===== src/rtl/serial_adder_n.sv =====
// Digit-serial adder/subtractor: DIGIT bits of a and b are summed per clock, LSB digit first,
// through a registered carry. Operands are latched on an accepted start; done pulses on completion.
module serial_adder_n #(
    parameter int WIDTH = 8,
    parameter int DIGIT = 1
) (
    input  logic             clk,
    input  logic             rst,
    input  logic             start,
    input  logic             sub,
    input  logic [WIDTH-1:0] a,
    input  logic [WIDTH-1:0] b,
    input  logic             cin,
    output logic             busy,
    output logic             done,
    output logic [WIDTH-1:0] sum,
    output logic             cout,
    output logic             ovf
);

    localparam int STEPS = WIDTH / DIGIT;
    localparam int CNT_W = ($clog2(STEPS + 1) < 1) ? 1 : $clog2(STEPS + 1);

    generate
        if (WIDTH < 2 || DIGIT < 1 || (WIDTH % DIGIT) != 0) begin : g_param_check
            $error("serial_adder_n: WIDTH must be >= 2 and a multiple of DIGIT");
        end
    endgenerate

    typedef enum logic {
        S_IDLE,
        S_RUN
    } state_t;

    state_t             state_q, state_d;
    logic [WIDTH-1:0]   a_q, a_d;
    logic [WIDTH-1:0]   b_q, b_d;
    logic [WIDTH-1:0]   res_q, res_d;
    logic [WIDTH-1:0]   sum_q, sum_d;
    logic               carry_q, carry_d;
    logic               cout_q, cout_d;
    logic               ovf_q, ovf_d;
    logic               done_q, done_d;
    logic [CNT_W-1:0]   step_q, step_d;

    logic [DIGIT:0]     digit_sum;
    logic [WIDTH-1:0]   res_shift;
    logic               msb_cin;
    logic               last_step;

    // The carry into the digit MSB is recovered from the MSB sum bit and its two operand bits.
    assign digit_sum = {1'b0, a_q[DIGIT-1:0]} + {1'b0, b_q[DIGIT-1:0]} + {{DIGIT{1'b0}}, carry_q};
    assign msb_cin   = digit_sum[DIGIT-1] ^ a_q[DIGIT-1] ^ b_q[DIGIT-1];
    assign res_shift = (res_q >> DIGIT) | (WIDTH'(digit_sum[DIGIT-1:0]) << (WIDTH - DIGIT));
    assign last_step = (step_q == CNT_W'(STEPS - 1));

    // NOTE: every _d gets its hold value first, so no path through this block can infer a latch.
    always_comb begin
        state_d = state_q;
        a_d     = a_q;
        b_d     = b_q;
        res_d   = res_q;
        sum_d   = sum_q;
        carry_d = carry_q;
        cout_d  = cout_q;
        ovf_d   = ovf_q;
        step_d  = step_q;
        done_d  = 1'b0;
        case (state_q)
            S_IDLE: begin
                if (start) begin
                    a_d     = a;
                    b_d     = sub ? ~b : b;
                    carry_d = sub ? 1'b1 : cin;
                    step_d  = '0;
                    state_d = S_RUN;
                end
            end
            S_RUN: begin
                a_d     = a_q >> DIGIT;
                b_d     = b_q >> DIGIT;
                res_d   = res_shift;
                carry_d = digit_sum[DIGIT];
                step_d  = step_q + CNT_W'(1);
                if (last_step) begin
                    sum_d   = res_shift;
                    cout_d  = digit_sum[DIGIT];
                    ovf_d   = msb_cin ^ digit_sum[DIGIT];
                    done_d  = 1'b1;
                    state_d = S_IDLE;
                end
            end
            default: state_d = S_IDLE;
        endcase
    end

    // NOTE: state registers use non-blocking assignments so all of them update together at the edge.
    always_ff @(posedge clk) begin
        if (rst) begin
            state_q <= S_IDLE;
            a_q     <= '0;
            b_q     <= '0;
            res_q   <= '0;
            sum_q   <= '0;
            carry_q <= 1'b0;
            cout_q  <= 1'b0;
            ovf_q   <= 1'b0;
            done_q  <= 1'b0;
            step_q  <= '0;
        end else begin
            state_q <= state_d;
            a_q     <= a_d;
            b_q     <= b_d;
            res_q   <= res_d;
            sum_q   <= sum_d;
            carry_q <= carry_d;
            cout_q  <= cout_d;
            ovf_q   <= ovf_d;
            done_q  <= done_d;
            step_q  <= step_d;
        end
    end

    assign busy = (state_q == S_RUN);
    assign done = done_q;
    assign sum  = sum_q;
    assign cout = cout_q;
    assign ovf  = ovf_q;

endmodule


===== config.mk =====
export PLATFORM = sky130hd
export DESIGN_NAME = serial_adder_n
export DESIGN_NICKNAME = d
export VERILOG_FILES = /design/src/rtl/serial_adder_n.sv
export SDC_FILE = /design/constraint.sdc
export NUM_CORES = 1
export LEC_CHECK = 0
export ABC_AREA = 1
export BUFFER_PORTS_ARGS = -buffer_cell sky130_fd_sc_hd__clkbuf_2
export CAP_MARGIN = 5
export CORE_MARGIN = 2
export CORE_UTILIZATION = 54
export DETAILED_ROUTE_END_ITERATION = 6
export GPL_TIMING_DRIVEN = 0
export PLACE_DENSITY_LB_ADDON = 0.25
export SYNTH_ARGS = -nofsm -noshare
export SYNTH_HDL_FRONTEND = slang
export SYNTH_SLANG_ARGS = --single-unit
export TNS_END_PERCENT = 30

===== constraint.sdc =====
create_clock -name clk -period 2.13 [get_ports clk]
set_clock_uncertainty 0.2 [all_clocks]
set_input_delay 0.213 -clock clk [delete_from_list [all_inputs] [get_ports clk]]
set_output_delay 0.213 -clock clk [all_outputs]
set_load 0.01 [all_outputs]

; ---- Word level (Yosys, flattened, before mapping)
; Index checks and enable logic that the tools add are counted.
[word_totals]
regBits = 41
latchBits = 0
ramBits = 0
rom_bits = 0
inputBits = 21
output_inout_bits = 12
n_memories = 0
[classes]
addsub = 3
mul = 0
n_div = 0
magnitude_cmp = 0
n_eq_ne = 2
shifts = 0
mux = 14
bitwise = 6
reduce_logical = 2
[op_table]
columns = cell, n
row1 = 8-bit one-hot mux with 2 select lines, 2
row2 = 8-bit two-way mux, 3
row3 = 8-bit inverter, 1
row4 = 7-bit by 8-bit bitwise OR with 8-bit output, 1
row5 = 4-bit one-hot mux with 2 select lines, 1
row6 = 1-bit two-way mux, 5
row7 = "4-bit by 1-bit adder with 4-bit output, second input constant", 1
row8 = "4-bit by 3-bit == test with 1-bit output, second input constant", 1
row9 = 4-bit two-way mux, 1
row10 = 1-bit one-hot mux with 2 select lines, 2
row11 = 1-bit XOR, 3
row12 = 1-bit by 1-bit adder with 2-bit output, 1
row13 = 2-bit by 1-bit adder with 2-bit output, 1
row14 = "2-bit != test, second input constant", 1
row15 = 2-bit AND reduction, 1
row16 = 2-bit OR reduction, 1
row17 = 1-bit inverter, 1

; ---- Longest topological paths before layout
[logic_depth]
word_depth = 5
ltp_mapped = 7
depth_no_buf = 7

; ---- Least setup slack after synthesis
; No wires, ideal clock.
[synth_timing]
path_kind = reg2reg
from = reg a_q[0]
to = reg ovf_q, in the netlist ovf
setup_time_ps = 113
t_arrival_ps = 1213
required_time_ps = 1817
path_slack_ps = 604
stages_incl_launch_ff = 8
n_path_buf = 0
period_less_slack_ps = 1526
cell_sequence = dfxtp_1 > fa_1 > inv_1 > nand2_1 > nand2_1 > nand2_1 > nand3_1 > nand2_1
[synth_between]
elab_chain_len = 5
[synth_lines]
columns = element, line_no
row1 = "start, declared", 36  ; logic [WIDTH-1:0] a_q, a_d;
row2 = "start signal, assigned", 101  ; a_q <= '0;
row3 = "start signal, assigned", 112  ; a_q <= a_d;
row4 = 1-bit by 1-bit adder with 2-bit output, 52  ; assign digit_sum = {1'b0, a_q[DIGIT-1:0]} + {1'b0, b_q[DIGIT-1:0]} + {{DIGIT{1'b0}}, carry_q};
row5 = 2-bit by 1-bit adder with 2-bit output, 52
row6 = named net digit_sum[0], 46  ; logic [DIGIT:0] digit_sum;
row7 = 1-bit XOR (2 in series), 53  ; assign msb_cin = digit_sum[DIGIT-1] ^ a_q[DIGIT-1] ^ b_q[DIGIT-1];
row8 = 1-bit XOR, 88  ; ovf_d = msb_cin ^ digit_sum[DIGIT];
row9 = "end signal, assigned", 118  ; ovf_q <= ovf_d;
row10 = "end, declared", 42  ; logic ovf_q, ovf_d;
; The timed path passes the listed nets, and every way through them passes these cells.
; A chain may end at the register's enable or synchronous reset.

; ---- Worst setup path after layout
[layout_timing]
from = reg b_q[0]
to = reg carry_q
[layout_between]
elab_chain_len = 3
[layout_lines]
columns = element, line_no
row1 = "start, declared", 37  ; logic [WIDTH-1:0] b_q, b_d;
row2 = "start signal, assigned", 102  ; b_q <= '0;
row3 = "start signal, assigned", 113  ; b_q <= b_d;
row4 = 1-bit by 1-bit adder with 2-bit output, 52
row5 = 2-bit by 1-bit adder with 2-bit output, 52
row6 = named net digit_sum[1], 46
row7 = 1-bit one-hot mux with 2 select lines, 69  ; case (state_q)
row8 = "end signal, assigned", 116  ; carry_q <= carry_d;
row9 = "end, declared", 40  ; logic carry_q, carry_d;
; The timed path passes the listed nets, and every way through them passes these cells.

==> results.json <==
{
  "grt_pass1_wl_mm": 5.70,
  "critPathKind": "register to register",
  "synthCells": 260,
  "cp-start-kind": "register",
  "floorplan.core_area_um2": 3280,
  "synth.distinct_cells": 23,
  "hold_violations": 0,
  "critPathBufInv": 1,
  "crit_start": "b_q[0]",
  "p_per_area_nw_per_um2": 618,
  "ys_ff_latch": 40,
  "crit_family": "buffers and inverters",
  "clkTransAtPathRegs_ns": 0.12,
  "finalMaxSlewViolations": 0,
  "post-dp-hpwl_mm": 2.33,
  "grt_use_total": 0.199,
  "antenna_left": 0,
  "status": "finished clean",
  "cp-end-kind": "register",
  "dieWidth_um": 62.0,
  "final-setup-viol-count": 0,
  "fill_cells": 262,
  "hold_path_startpoint": "b[1]",
  "antenna_found_initial": 0,
  "holdCritPathClass": "primary input to register",
  "grt_max_degree": 13,
  "cap_viol_max_count": 0,
  "cts-root-buf": "clkbuf_4",
  "p_leak_nw": 1.16,
  "ios": 33,
  "max_freq_ghz": 0.507,
  "synth_nets": 283,
  "vias": 1664,
  "rsz0062_at_grt": "no",
  "path_cells": "fa_2 > nand2_1 > a21boi_0 > a21oi_1 > dlygate4sd3_1",
  "hold_path_depth": 5,
  "syn_area_per_cell_um2": 6.99,
  "timing.setup.tns_ns": 0,
  "diodes": 0,
  "crit_slowest_cell": "dlygate4sd3_1",
  "final_nets": 340,
  "dr.pass1.iters": 5,
  "post_drt_via_cell_ratio": 4.57,
  "clk_latency_ns": 0.34,
  "grt_pass1_vias": 1335,
  "yosysSeqAreaShare": 0.440,
  "syn_to_final_growth_pct": 25.3,
  "peakVddDrop_v": 0.000408,
  "cts_tree": "done",
  "worst_pin_slew_ns": 0.440,
  "start_util": 0.554,
  "cp.arrival_ns": 2.02,
  "drt_iter0_markers": 66,
  "ctsLongestPathBuffers": 2,
  "timing.final.crit_share": 0.927,
  "wl_per_cell_um": 9.41,
  "port-buffer-count": 32,
  "reg2reg_depth": 5,
  "grt_overflow_total": 0,
  "slowest_delay_ns": 0.56,
  "worst-path-stages": 5,
  "rr_startpoint": "b_q[0]",
  "cts_sinks": 40,
  "worst_ep_required_time_ns": 2.17,
  "die_h_um": 62.0,
  "drive_above_1_share": 0.220,
  "power_mw": 1.41,
  "drcViolationCount": 0,
  "globalplace.congestion": 0.756,
  "totalWireLength_mm": 3.42,
  "die_area_um2": 3850,
  "crit_fanout": 5,
  "syn_area_um2": 1820,
  "worst_slew_margin_rel": 0.707,
  "cts_buffers": 5,
  "finalCriticalPeriod_ns": 1.97,
  "h-tree-depth": 2,
  "yosys_warnings": 0,
  "core.rowCount": 21
}
-- registers in the layout, summed over array words and instances, names as in the netlist --
signal   count
a_q          8
b_q          8
busy         1
carry_q      1
cout         1
done         1
ovf          1
res_q        7
step_q       4
sum          8
-- timing repair --
| item | CTS | global route |
|---|---|---|
| hold buffers | 17 | 0 |
| setup endpoints to repair | 0 | 1 |
| buffers inserted | 0 | 1 |
| gates resized for setup | 0 | 1 |
| endpoints found under the hold margin | 18 | 0 |
-- cells in the final DEF, fill, tap and decap left out --
master	count
buf_2	5
nor3_1	1
a21oi_1	15
clkinv_2	2
dlygate4sd3_1	17
nor2_1	18
or2_2	1
nand2_2	11
dfxtp_1	40
ha_1	1
a21boi_1	2
inv_4	1
buf_4	1
clkbuf_8	1
nand3_2	1
nor2_2	1
clkbuf_4	5
nor2_4	2
buf_6	4
nand3_1	11
nand2_1	108
clkbuf_1	1
inv_2	2
clkbuf_2	32
inv_1	20
o21ai_1	1
fa_2	1
a21boi_0	6
o21ai_0	7
-- per-layer routing --
layer	part of all wire	up-vias	global-route usage
met3	0.036	6	0.0559
li1	-	915	-
met4	0.013	0	0.0547
met1	0.51	713	0.263
met2	0.44	30	0.317
met5	0	-	0
-- stage by stage --
step | utilization | setup slack, ns | hold WS, ns | std cells | area, um^2
after floorplan | - | 0.604 | 0.0821 | 260 | 1820
after global placement | 0.620 | 0.549 | 0.226 | 338 | 2040
after detailed placement | 0.620 | 0.538 | 0.235 | 338 | 2040
after CTS | 0.690 | 0.0277 | 0.00280 | 363 | 2270
after global routing | 0.693 | 0.0364 | 0.0492 | 364 | 2280
final | 0.693 | 0.156 | 0.0197 | 364 | 2280
-- kinds of logic (layout without fill, tap and decap cells) --
logic type / count (synthesis) / in the layout / share of synthesized area
AO/OA/AOI/OAI: 31 / 31 / 0.0963
adder cells (fa/ha/maj): 2 / 2 / 0.0179
buffers and inverters: 33 / 91 / 0.0895
flip-flops: 40 / 40 / 0.440
AND/OR/NAND/NOR: 154 / 154 / 0.356
-- power breakdown --
part	total [mW]	switching [mW]	internal (mW)	leakage (nW)
Clock	0.396	0.239	0.157	0.0380
Combinational	0.207	0.112	0.0952	0.800
Sequential	0.804	0.0235	0.781	0.327
-- Yosys cell counts --
library cell / instances / area [um^2]
a21oi_1: 15 / 75.1
buf_6: 4 / 45.0
o21ai_1: 1 / 5.00
nand3_2: 1 / 10.0
fa_1: 1 / 20.0
or2_2: 1 / 6.26
nand2_1: 108 / 405
a21boi_1: 2 / 15.0
ha_1: 1 / 12.5
clkbuf_1: 1 / 3.75
nand2_2: 11 / 68.8
a21boi_0: 6 / 45.0
inv_2: 2 / 7.51
buf_2: 5 / 25.0
nor3_1: 1 / 5.00
nor2_1: 18 / 67.6
nor2_2: 1 / 6.26
dfxtp_1: 40 / 801
o21ai_0: 7 / 35.0
inv_4: 1 / 6.26
inv_1: 20 / 75.1
nand3_1: 11 / 55.1
nor2_4: 2 / 22.5
-- final timing paths --
kind	to	slack, ns
setup / recovery	carry_q	0.16
setup reg to reg	carry_q	0.16
hold / removal	b_q[1]	0.02
hold reg to reg	cout	0.25
-- cell type report --
type / instances / area (um^2) / share of cell area
Sequential cell: 40 / 801 / 0.352
Multi-Input combinational cell: 187 / 857 / 0.376
Timing Repair Buffer: 50 / 338 / 0.148
Tap cell: 46 / 57.6 / 0.0253
Clock inverter: 2 / 10.0 / 0.00440
Inverter: 23 / 88.8 / 0.0390
Buffer: 10 / 73.8 / 0.0324
Clock buffer: 6 / 51.3 / 0.0225
-- worst min-delay path: stages --
cell      delay, ns
clkbuf_2       0.10
nand2_1        0.07
nand2_1        0.05
nand2_1        0.05
a21oi_1        0.05
Note: power is estimated with default switching activity, not from simulation.
